--- config.mk ---
export PLATFORM = sky130hd
export DESIGN_NAME = alu_seq_core
export DESIGN_NICKNAME = d
export VERILOG_FILES = /design/src/rtl/alu_pkg.sv /design/src/rtl/alu_divider.sv /design/src/rtl/alu_seq_core.sv
export SDC_FILE = /design/constraint.sdc
export NUM_CORES = 1
export LEC_CHECK = 0
export BUFFER_PORTS_ARGS = -buffer_cell sky130_fd_sc_hd__buf_2
export CAP_MARGIN = 20
export CELL_PAD_IN_SITES_DETAIL_PLACEMENT = 1
export CELL_PAD_IN_SITES_GLOBAL_PLACEMENT = 2
export CORE_MARGIN = 2
export CORE_UTILIZATION = 41
export CTS_CLUSTER_DIAMETER = 150
export CTS_CLUSTER_SIZE = 10
export DETAILED_ROUTE_END_ITERATION = 12
export PLACE_DENSITY = 0.88
export SETUP_SLACK_MARGIN = 0.2
export SYNTH_ARGS = -nofsm -noshare
export SYNTH_HDL_FRONTEND = slang
export SYNTH_SLANG_ARGS = --single-unit
--- constraint.sdc ---
create_clock -name clock -period 4.3 [get_ports clock]
set_clock_uncertainty 0.1 [all_clocks]
set_input_delay 0.86 -clock clock [delete_from_list [all_inputs] [get_ports clock]]
set_output_delay 0.86 -clock clock [all_outputs]
set_load 0.03 [all_outputs]
--- src/rtl/alu_pkg.sv ---
// Shared types and constants for the sequential ALU: opcode encoding, handshake
// FSM states and the divide-by-zero result pattern.
package alu_pkg;

    typedef enum logic [3:0] {
        ADD  = 4'd0,
        SUB  = 4'd1,
        MUL  = 4'd2,
        DIV  = 4'd3,
        SHL  = 4'd4,
        SHR  = 4'd5,
        ROL  = 4'd6,
        ROR  = 4'd7,
        AND  = 4'd8,
        OR   = 4'd9,
        XOR  = 4'd10,
        NOR  = 4'd11,
        NAND = 4'd12,
        XNOR = 4'd13,
        GT   = 4'd14,
        EQ   = 4'd15
    } alu_op_e;

    typedef enum logic [1:0] {
        S_IDLE = 2'd0,
        S_DIV  = 2'd1,
        S_DONE = 2'd2
    } alu_state_e;

    // Wide enough for any supported WIDTH; users slice the low WIDTH bits.
    localparam logic [63:0] DIV_BY_ZERO_RESULT = '1;

endpackage

--- src/rtl/alu_divider.sv ---
// Serial restoring divider: operands latched on start, one quotient bit per clock.
// done is a one-cycle pulse in the cycle the final bit resolves, with quotient valid.
module alu_divider #(
    parameter int WIDTH = 8
) (
    input  logic             clock,
    input  logic             reset,
    input  logic             start,
    input  logic [WIDTH-1:0] dividend,
    input  logic [WIDTH-1:0] divisor,
    output logic             done,
    output logic [WIDTH-1:0] quotient
);

    localparam int CNT_W = $clog2(WIDTH + 1);

    logic [WIDTH-1:0] rem_q, rem_d, quo_q, quo_d, div_q, div_d;
    logic [CNT_W-1:0] cnt_q, cnt_d;
    logic             busy_q, busy_d;
    logic [WIDTH:0]   trial;
    logic [WIDTH-1:0] rem_step, quo_step;

    always_comb begin
        // Negative trial (MSB set) means the divisor did not fit: restore.
        trial    = {rem_q, quo_q[WIDTH-1]} - {1'b0, div_q};
        rem_step = trial[WIDTH] ? {rem_q[WIDTH-2:0], quo_q[WIDTH-1]} : trial[WIDTH-1:0];
        quo_step = {quo_q[WIDTH-2:0], ~trial[WIDTH]};

        rem_d  = rem_q;
        quo_d  = quo_q;
        div_d  = div_q;
        cnt_d  = cnt_q;
        busy_d = busy_q;
        if (start) begin
            rem_d  = '0;
            quo_d  = dividend;
            div_d  = divisor;
            cnt_d  = CNT_W'(WIDTH);
            busy_d = 1'b1;
        end else if (busy_q) begin
            rem_d = rem_step;
            quo_d = quo_step;
            cnt_d = cnt_q - CNT_W'(1);
            if (cnt_q == CNT_W'(1)) begin
                busy_d = 1'b0;
            end
        end
    end

    always_ff @(posedge clock or negedge reset) begin
        if (!reset) begin
            rem_q  <= '0;
            quo_q  <= '0;
            div_q  <= '0;
            cnt_q  <= '0;
            busy_q <= 1'b0;
        end else begin
            rem_q  <= rem_d;
            quo_q  <= quo_d;
            div_q  <= div_d;
            cnt_q  <= cnt_d;
            busy_q <= busy_d;
        end
    end

    assign done     = busy_q & (cnt_q == CNT_W'(1));
    assign quotient = quo_step;

endmodule

--- src/rtl/alu_seq_core.sv ---
// Sequential ALU with valid/ready handshake: single-cycle ops resolve on the accept
// edge, divide runs on the serial divider; results are held until consumed.
module alu_seq_core
    import alu_pkg::*;
#(
    parameter int WIDTH = 8
) (
    input  logic             clock,
    input  logic             reset,
    input  logic             in_valid,
    output logic             in_ready,
    input  logic [WIDTH-1:0] A,
    input  logic [WIDTH-1:0] B,
    input  logic [3:0]       ALU_Sel,
    output logic             out_valid,
    input  logic             out_ready,
    output logic [WIDTH-1:0] ALU_Out,
    output logic             CarryOut,
    output logic             div_by_zero
);

    alu_state_e       state_q, state_d;
    logic [WIDTH-1:0] res_q, res_d;
    logic             carry_q, carry_d;
    logic             dbz_q, dbz_d;
    alu_op_e          op_in;
    logic             accept, div_start, div_done;
    logic [WIDTH-1:0] div_quotient;
    logic [WIDTH:0]   comb_result;

    function automatic logic [WIDTH:0] alu_compute(input logic [WIDTH-1:0] a,
                                                   input logic [WIDTH-1:0] b,
                                                   input alu_op_e op);
        logic [WIDTH:0]     sum;
        logic [2*WIDTH-1:0] prod;
        logic [WIDTH-1:0]   res;
        logic               cy;
        sum  = {1'b0, a} + {1'b0, b};
        prod = {{WIDTH{1'b0}}, a} * {{WIDTH{1'b0}}, b};
        res  = '0;
        cy   = 1'b0;
        case (op)
            ADD:  begin res = sum[WIDTH-1:0]; cy = sum[WIDTH]; end
            SUB:  begin res = a - b; cy = (a < b); end
            MUL:  begin res = prod[WIDTH-1:0]; cy = |prod[2*WIDTH-1:WIDTH]; end
            DIV:  res = DIV_BY_ZERO_RESULT[WIDTH-1:0];
            SHL:  begin res = {a[WIDTH-2:0], 1'b0}; cy = a[WIDTH-1]; end
            SHR:  begin res = {1'b0, a[WIDTH-1:1]}; cy = a[0]; end
            ROL:  res = {a[WIDTH-2:0], a[WIDTH-1]};
            ROR:  res = {a[0], a[WIDTH-1:1]};
            AND:  res = a & b;
            OR:   res = a | b;
            XOR:  res = a ^ b;
            NOR:  res = ~(a | b);
            NAND: res = ~(a & b);
            XNOR: res = ~(a ^ b);
            GT:   res = {{(WIDTH-1){1'b0}}, (a > b)};
            EQ:   res = {{(WIDTH-1){1'b0}}, (a == b)};
            default: res = '0;
        endcase
        return {cy, res};
    endfunction

    assign op_in       = alu_op_e'(ALU_Sel);
    assign accept      = in_valid & in_ready;
    assign div_start   = accept & (op_in == DIV) & (|B);
    assign comb_result = alu_compute(A, B, op_in);

    alu_divider #(.WIDTH(WIDTH)) u_div (
        .clock    (clock),
        .reset    (reset),
        .start    (div_start),
        .dividend (A),
        .divisor  (B),
        .done     (div_done),
        .quotient (div_quotient)
    );

    always_ff @(posedge clock or negedge reset) begin
        if (!reset) begin
            state_q <= S_IDLE;
            res_q   <= '0;
            carry_q <= 1'b0;
            dbz_q   <= 1'b0;
        end else begin
            state_q <= state_d;
            res_q   <= res_d;
            carry_q <= carry_d;
            dbz_q   <= dbz_d;
        end
    end

    always_comb begin
        state_d = state_q;
        case (state_q)
            S_IDLE:  if (accept) state_d = div_start ? S_DIV : S_DONE;
            S_DIV:   if (div_done) state_d = S_DONE;
            S_DONE:  if (out_ready) state_d = accept ? (div_start ? S_DIV : S_DONE) : S_IDLE;
            default: state_d = S_IDLE;
        endcase
    end

    // Result registers only move on a new single-cycle accept or divider completion,
    // so a stalled result stays stable under backpressure.
    always_comb begin
        res_d   = res_q;
        carry_d = carry_q;
        dbz_d   = dbz_q;
        if (accept && !div_start) begin
            res_d   = comb_result[WIDTH-1:0];
            carry_d = comb_result[WIDTH];
            dbz_d   = (op_in == DIV);
        end else if (state_q == S_DIV && div_done) begin
            res_d   = div_quotient;
            carry_d = 1'b0;
            dbz_d   = 1'b0;
        end
    end

    always_comb begin
        in_ready  = reset & ((state_q == S_IDLE) | ((state_q == S_DONE) & out_ready));
        out_valid = (state_q == S_DONE);
    end

    assign ALU_Out     = res_q;
    assign CarryOut    = carry_q;
    assign div_by_zero = dbz_q;

endmodule

==> results of run 1 <==
## registers in the layout, indices dropped and copies added (netlist names)
register and count:
ALU_Out 8, div_by_zero 1, state_q 2, u_div.rem_q 8, u_div.quo_q 8, u_div.busy_q 1, CarryOut 1, u_div.cnt_q 4
u_div.div_q 8
## power breakdown
group	total [µW]	leakage (µW)	internal, µW	switching [µW]
registers	657	0.000486	534	123
clock network	442	0.0000800	275	167
logic	2760	0.00305	1250	1500
total	3850	0.00362	2060	1790
## worst min-delay path, stage by stage (launching register included)
cell and delay (ns):
dfrtp_1 0.37, nand2_1 0.05, o21ai_0 0.07
## area by class of cell
type,count,area [µm²]
Sequential cell,41,1030
Inverter,101,404
Timing Repair Buffer,139,1030
Multi-Input combinational cell,578,4940
Clock inverter,3,46.3
Tap cell,184,230
Fill cell,1727,6680
Clock buffer,5,125
## cell families after synthesis
group | after synthesis
AO/OA/AOI/OAI | 178
XOR/XNOR | 21
adder cells (fa/ha/maj) | 109
buffers and inverters | 128
flip-flops | 41
multiplexers | 26
AND/OR/NAND/NOR | 244
## cells in the final DEF (no fill, tap or decap), types with 5 or more instances in the layout
master      netlist  final
mux2i_1          20     19
xnor2_1          13     13
a21oi_1          41     37
dfrtp_1          41     41
nor2b_1          13     13
o21ai_0          47     41
nand2b_1         11     11
nand2_1          79     77
a21o_1            6      5
inv_2             0      8
clkinvlp_4        0      5
nor2_2            0      5
fa_1             39     36
mux2_2            5      5
clkbuf_16         0      5
nor2_1           78     70
buf_6             0     11
ha_4              0     11
or4_1             5      5
nor3_1           11     10
buf_4             0    101
inv_1            99     83
o21ai_1           1      5
ha_1             70     56
buf_2             2     26
xor2_1            8      7
nand3_1          13     11
o211ai_1          7      7
o22ai_1           5      5
## repair_timing
item                       CTS  global route
cloned                       0             0
pin swaps                   36            16
gates resized for setup     49            22
hold endpoints to repair     0             0
setup endpoints to repair    5             5
buffers inserted            10             4
## per-layer routing
layer / vias to the layer above / global-route usage [%]
met1: 3068 / 36.5
met3: 65 / 5.69
met4: 0 / 12.1
met5: - / 0
li1: 2817 / -
met2: 195 / 51.1
## metrics by stage
| step | cell area (µm²) | utilization [%] |
|---|---|---|
| after floorplan | 6270 | - |
| after global placement | 7220 | 49.9 |
| after detailed placement | 7220 | 49.9 |
| after CTS | 7680 | 53.1 |
| after global routing | 7800 | 53.9 |
| final | 7800 | 53.9 |
## path summary, 6_finish.rpt
path,endpoint,slack [ns],cells past startpoint
worst max register to register,u_div.rem_q[2],1.41,10
worst max-delay path,CarryOut,-0.79,19
min in group asynchronous,u_div.rem_q[5],0.63,2
worst min register to register,u_div.div_q[0],0.43,2
worst min-delay path,u_div.div_q[0],0.43,2
max in group asynchronous,u_div.quo_q[1],3.09,2
==> metrics.cfg, run 1 <==
[pwr]
irDropWorstVdd_mv=0.359
total_power_uw=3850
pwr_density_cell_nw_per_um2=494
leakagePower_uw=0.00362

[worst_setup_path]
arrival_ns=5.14
critical_path.top_delay_family=adder cells
path_buf_inv=6
critical_path.startpoint_type=input pin
setup.worst_path.end_class=register
worst_ep_required_time_ns=4.35
path_common_cell=fa_1
critical_path_class=in -> reg
crit_path_max_fanout=6
maximum_cell_stage_delay_along_the_critical_path_ns=0.55
cp-startpoint=B[3]
worstReg2RegStart=u_div.quo_q[7]
path_cells=buf_12, clkinvlp_4, nor2_4, fa_1, inv_1, fa_1, inv_1, fa_1, inv_2, fa_1, inv_2, ha_4, and3_4, a221oi_4, xnor2_1, a2111oi_4, o311ai_2, a2111oi_2, a32oi_1
critical-path-slowest-cell=fa_1

[sta]
unrepaired_setup_endpoints_after_global_routing=yes
setup_violations=4
max_clock_freq_ghz=0.196
holdWs_ns=0.426
slew_viol_final=0
setup_slack_ns=-0.790
timing.final.crit_period_ns=5.09
tightest_slew_ns=1.06
totalNegativeSetupSlack_ns=-2.20
finalCritPeriodShare_pct=118
final_hold_viol_count=0
slew-limit-headroom_pct=28.3

[synthesis]
netlist_top_cells_area=dfrtp_1 (17%), ha_1 (14%), fa_1 (13%)
synth_ff_type=dfrtp_1
leading_post_synthesis_cells_by_instance_count=inv_1 (99), nand2_1 (79), nor2_1 (78)
async_set_or_reset_register_ratio_after_synthesis_pct=100
synth.cell_area_um2=6050
synth_area_in_adders_pct=27.4
synth.area.mux_share_pct=4.61
synth_area_per_cell_um2=8.11
yosys.area.top_type=dfrtp_1
synth.top_cell.area_share_pct=16.9
postSynthNetCount=880
synth_simple_gate_area_share_pct=19.1
post_synth_xor_area_fraction_pct=3.04
main_combinational_cell_family_by_area_after_synthesis=adder cells
post_synth_inst_count=747
number_of_enable_flip_flop_cells_after_synthesis=0
synth-seq-cells=41
synth.most_common_cell=inv_1
ys.warnings.count=0
library_cells_used_by_synthesis=77
compound_cell_area_share_of_the_yosys_netlist_pct=20.6
synth.yosys.seq_area_share_pct=16.9

[floorplanning]
die-area_um2=15800
initial_utilization_pct=41.8
chipWidth_um=126
row_count=44
dieHeight_um=126
number_of_top_level_pins=36
floorplan.core_area_um2=14500

[placement]
dp.cells=1029
dp_slack_ns=-1.13
gpl.final_weighted_congestion=0.958
place.detailed.hpwl_mm=17.8
port_buf_inserts=35

[detailed_routing]
via_per_inst=5.85
uppermost_layer_routed=met4
detail-route-antenna-nets=0
routed_wirelength_mm=22.9
drt-pass1-iter-count=4
dr_wl_met2_mm=11.5
detail_route.iter0.violations=440
met3RoutedLength_mm=1.40
routed_wire_length_per_instance_um=21.8
number_of_remaining_drc_errors=0
number_of_vias_after_detailed_routing=6145
routedLengthMet1_mm=9.06

[global_route]
overflow=0
grt_max_degree=42
first_global_vias=6839
number_of_antenna_violations_at_the_first_check_in_global_routing=0
globalRouteTotalUtil_pct=29.7
grt_pass1_wl_mm=37.2

[clock_network]
cts.sinks=41
clk_root_buffer_cell=clkbuf_16
cts_inserted_buffers=5
clk_pin_slew_ns=0.07
worst_skew_pair.late_latency_ns=0.29
tritoncts=built
cts_htree_levels=2
clock_tree.buffer_depth=2
hold_buffers=0

[run]
drv_cap=0

[cells_and_area]
final_cell_count_without_fillers=1051
area_delta_synth_final_pct=28.8
final_net_count=999
post_route_cells_drive_above_1_share_pct=28.0
antennaDiodeCount=0

[status]
run_status=finished, violations left
failing_checks=setup timing

[min_path]
holdCritStartpoint=u_div.div_q[0]
min_delay_worst_type=reg -> reg

(Power assumes the default switching activity.)
==> inputs of run 2 (changes only) <==
--- a/config.mk
+++ b/config.mk
@@ -10,11 +10,11 @@
 export CELL_PAD_IN_SITES_DETAIL_PLACEMENT = 1
 export CELL_PAD_IN_SITES_GLOBAL_PLACEMENT = 2
 export CORE_MARGIN = 2
-export CORE_UTILIZATION = 41
+export CORE_UTILIZATION = 38
 export CTS_CLUSTER_DIAMETER = 150
 export CTS_CLUSTER_SIZE = 10
 export DETAILED_ROUTE_END_ITERATION = 12
-export PLACE_DENSITY = 0.88
+export PLACE_DENSITY = 0.83
 export SETUP_SLACK_MARGIN = 0.2
 export SYNTH_ARGS = -nofsm -noshare
 export SYNTH_HDL_FRONTEND = slang
==> constraint.sdc (replaced) <==
create_clock -name clock -period 5.7 [get_ports clock]
set_clock_uncertainty 0.1 [all_clocks]
set_input_delay 1.14 -clock clock [delete_from_list [all_inputs] [get_ports clock]]
set_output_delay 1.14 -clock clock [all_outputs]
set_load 0.03 [all_outputs]
==> metrics.cfg, run 2 (synthesized netlist as in run 1, its figures left out) <==
[worst_setup_path]
critical_path.top_delay_family=adder cells
path_buf_inv=3
path_common_cell=fa_1
critical_path.startpoint_type=input pin
path_cells=buf_4, ha_2, fa_1, inv_1, fa_1, fa_1, inv_2, fa_2, ha_4, a21o_1, o32ai_2, o2111ai_2, a2111oi_4, o311ai_2, a2111oi_2, a32oi_1
maximum_cell_stage_delay_along_the_critical_path_ns=0.54
critical-path-slowest-cell=fa_1
setup.worst_path.end_class=register
crit_path_max_fanout=4
critical_path_class=in -> reg
arrival_ns=5.38
worst_ep_required_time_ns=5.75

[clock_network]
clock_tree.buffer_depth=2
tritoncts=built
cts_htree_levels=2
cts.sinks=41
cts_inserted_buffers=5
clk_pin_slew_ns=0.06
clk_root_buffer_cell=clkbuf_16
worst_skew_pair.late_latency_ns=0.29

[cells_and_area]
layout_commonest_cell=inv_1
antennaDiodeCount=0
final_net_count=975
area_delta_synth_final_pct=23.8
post_route_cells_drive_above_1_share_pct=23.8
most-common-layout-cells=inv_1 (83), buf_4 (79), nor2_1 (76), nand2_1 (76), ha_1 (56)

[sta]
slew-limit-headroom_pct=38.1
setup_violations=0
timing.final.crit_period_ns=5.32
slew_viol_final=0
max_clock_freq_ghz=0.188
final_hold_viol_count=0
finalCritPeriodShare_pct=93.4
holdWs_ns=0.405
tightest_slew_ns=0.923
unrepaired_setup_endpoints_after_global_routing=no

[detailed_routing]
detail-route-antenna-nets=0
routed_wire_length_per_instance_um=20.9
routed_wirelength_mm=22.2
via_per_inst=5.66
drt-pass1-iter-count=5
number_of_vias_after_detailed_routing=5997
number_of_remaining_drc_errors=0
detail_route.iter0.violations=339

[floorplanning]
initial_utilization_pct=38.5
row_count=46
chipWidth_um=130
die-area_um2=17000
floorplan.core_area_um2=15700
dieHeight_um=130
number_of_top_level_pins=36

[global_route]
globalRouteTotalUtil_pct=25.8
number_of_antenna_violations_at_the_first_check_in_global_routing=0
overflow=0
grt_max_degree=43
grt_pass1_wl_mm=33.8
first_global_vias=6260

[pwr]
leakagePower_uw=0.00350
total_power_uw=2770
irDropWorstVdd_mv=0.310
pwr_density_cell_nw_per_um2=369

[status]
run_status=finished clean

[placement]
gpl.final_weighted_congestion=0.919
port_buf_inserts=35
place.detailed.hpwl_mm=17.4

[run]
drv_cap=0

[min_path]
min_delay_worst_type=reg -> reg

## run 2: what timing repair did
item	in CTS	in global routing
endpoints found under the setup margin	1	3
resized for setup	6	80
buffers inserted	0	10
hold buffers	0	0
pin swaps	5	37
## run 2: final cells by class
| class | instances | area [µm²] |
|---|---|---|
| Timing Repair Buffer | 115 | 848 |
| Inverter | 101 | 397 |
| Tap cell | 216 | 270 |
| Sequential cell | 41 | 1030 |
| Multi-Input combinational cell | 578 | 4780 |
| Clock buffer | 6 | 139 |
| Clock inverter | 2 | 37.5 |
| Fill cell | 1911 | 8220 |
## run 2: worst paths after layout
check,startpoint,to,slack [ns],depth (start not counted)
min in group asynchronous,reset,ALU_Out[6],0.64,1
max in group asynchronous,reset,u_div.rem_q[3],4.14,2
min,u_div.div_q[0],u_div.div_q[0],0.40,2
max,A[4],CarryOut,0.38,16
max reg2reg,u_div.busy_q,CarryOut,2.70,7
min reg2reg,u_div.div_q[0],u_div.div_q[0],0.40,2
## run 2: layer usage
| layer | vias up | track usage (%) | wire (µm) |
|---|---|---|---|
| met5 | - | 0 | 0 |
| met4 | 0 | 6.45 | 710 |
| met3 | 46 | 4.14 | 960 |
| met2 | 160 | 45.5 | 11100 |
| met1 | 3027 | 33.1 | 9430 |
| li1 | 2764 | - | - |
## run 2: through the flow
| stage | utilization [%] | TNS, ns | area, µm² | setup slack [ns] | std cells |
|---|---|---|---|---|---|
| 2_1_floorplan | - | 0 | 6080 | 0.232 | 747 |
| 3_3_place_gp | 44.1 | -0.0613 | 6920 | -0.0613 | 1040 |
| 3_5_place_dp | 44.1 | -0.195 | 6920 | -0.140 | 1040 |
| 4_1_cts | 45.4 | 0 | 7130 | 0.200 | 1048 |
| 5_1_grt | 47.7 | 0 | 7490 | 0.128 | 1059 |
| 6_report | 47.7 | 0 | 7490 | 0.376 | 1059 |
## run 2: worst min-delay path, delay by kind of cell (launching register included)
family	cells	cell delay, ns
AOI/OAI and AO/OA	1	0.06
and+or+nand+nor	1	0.05
DFF	1	0.35
## run 2: where the power goes
group | internal, µW | switching, µW
Clock | 219 | 124
Combinational | 879 | 1040
Sequential | 402 | 103
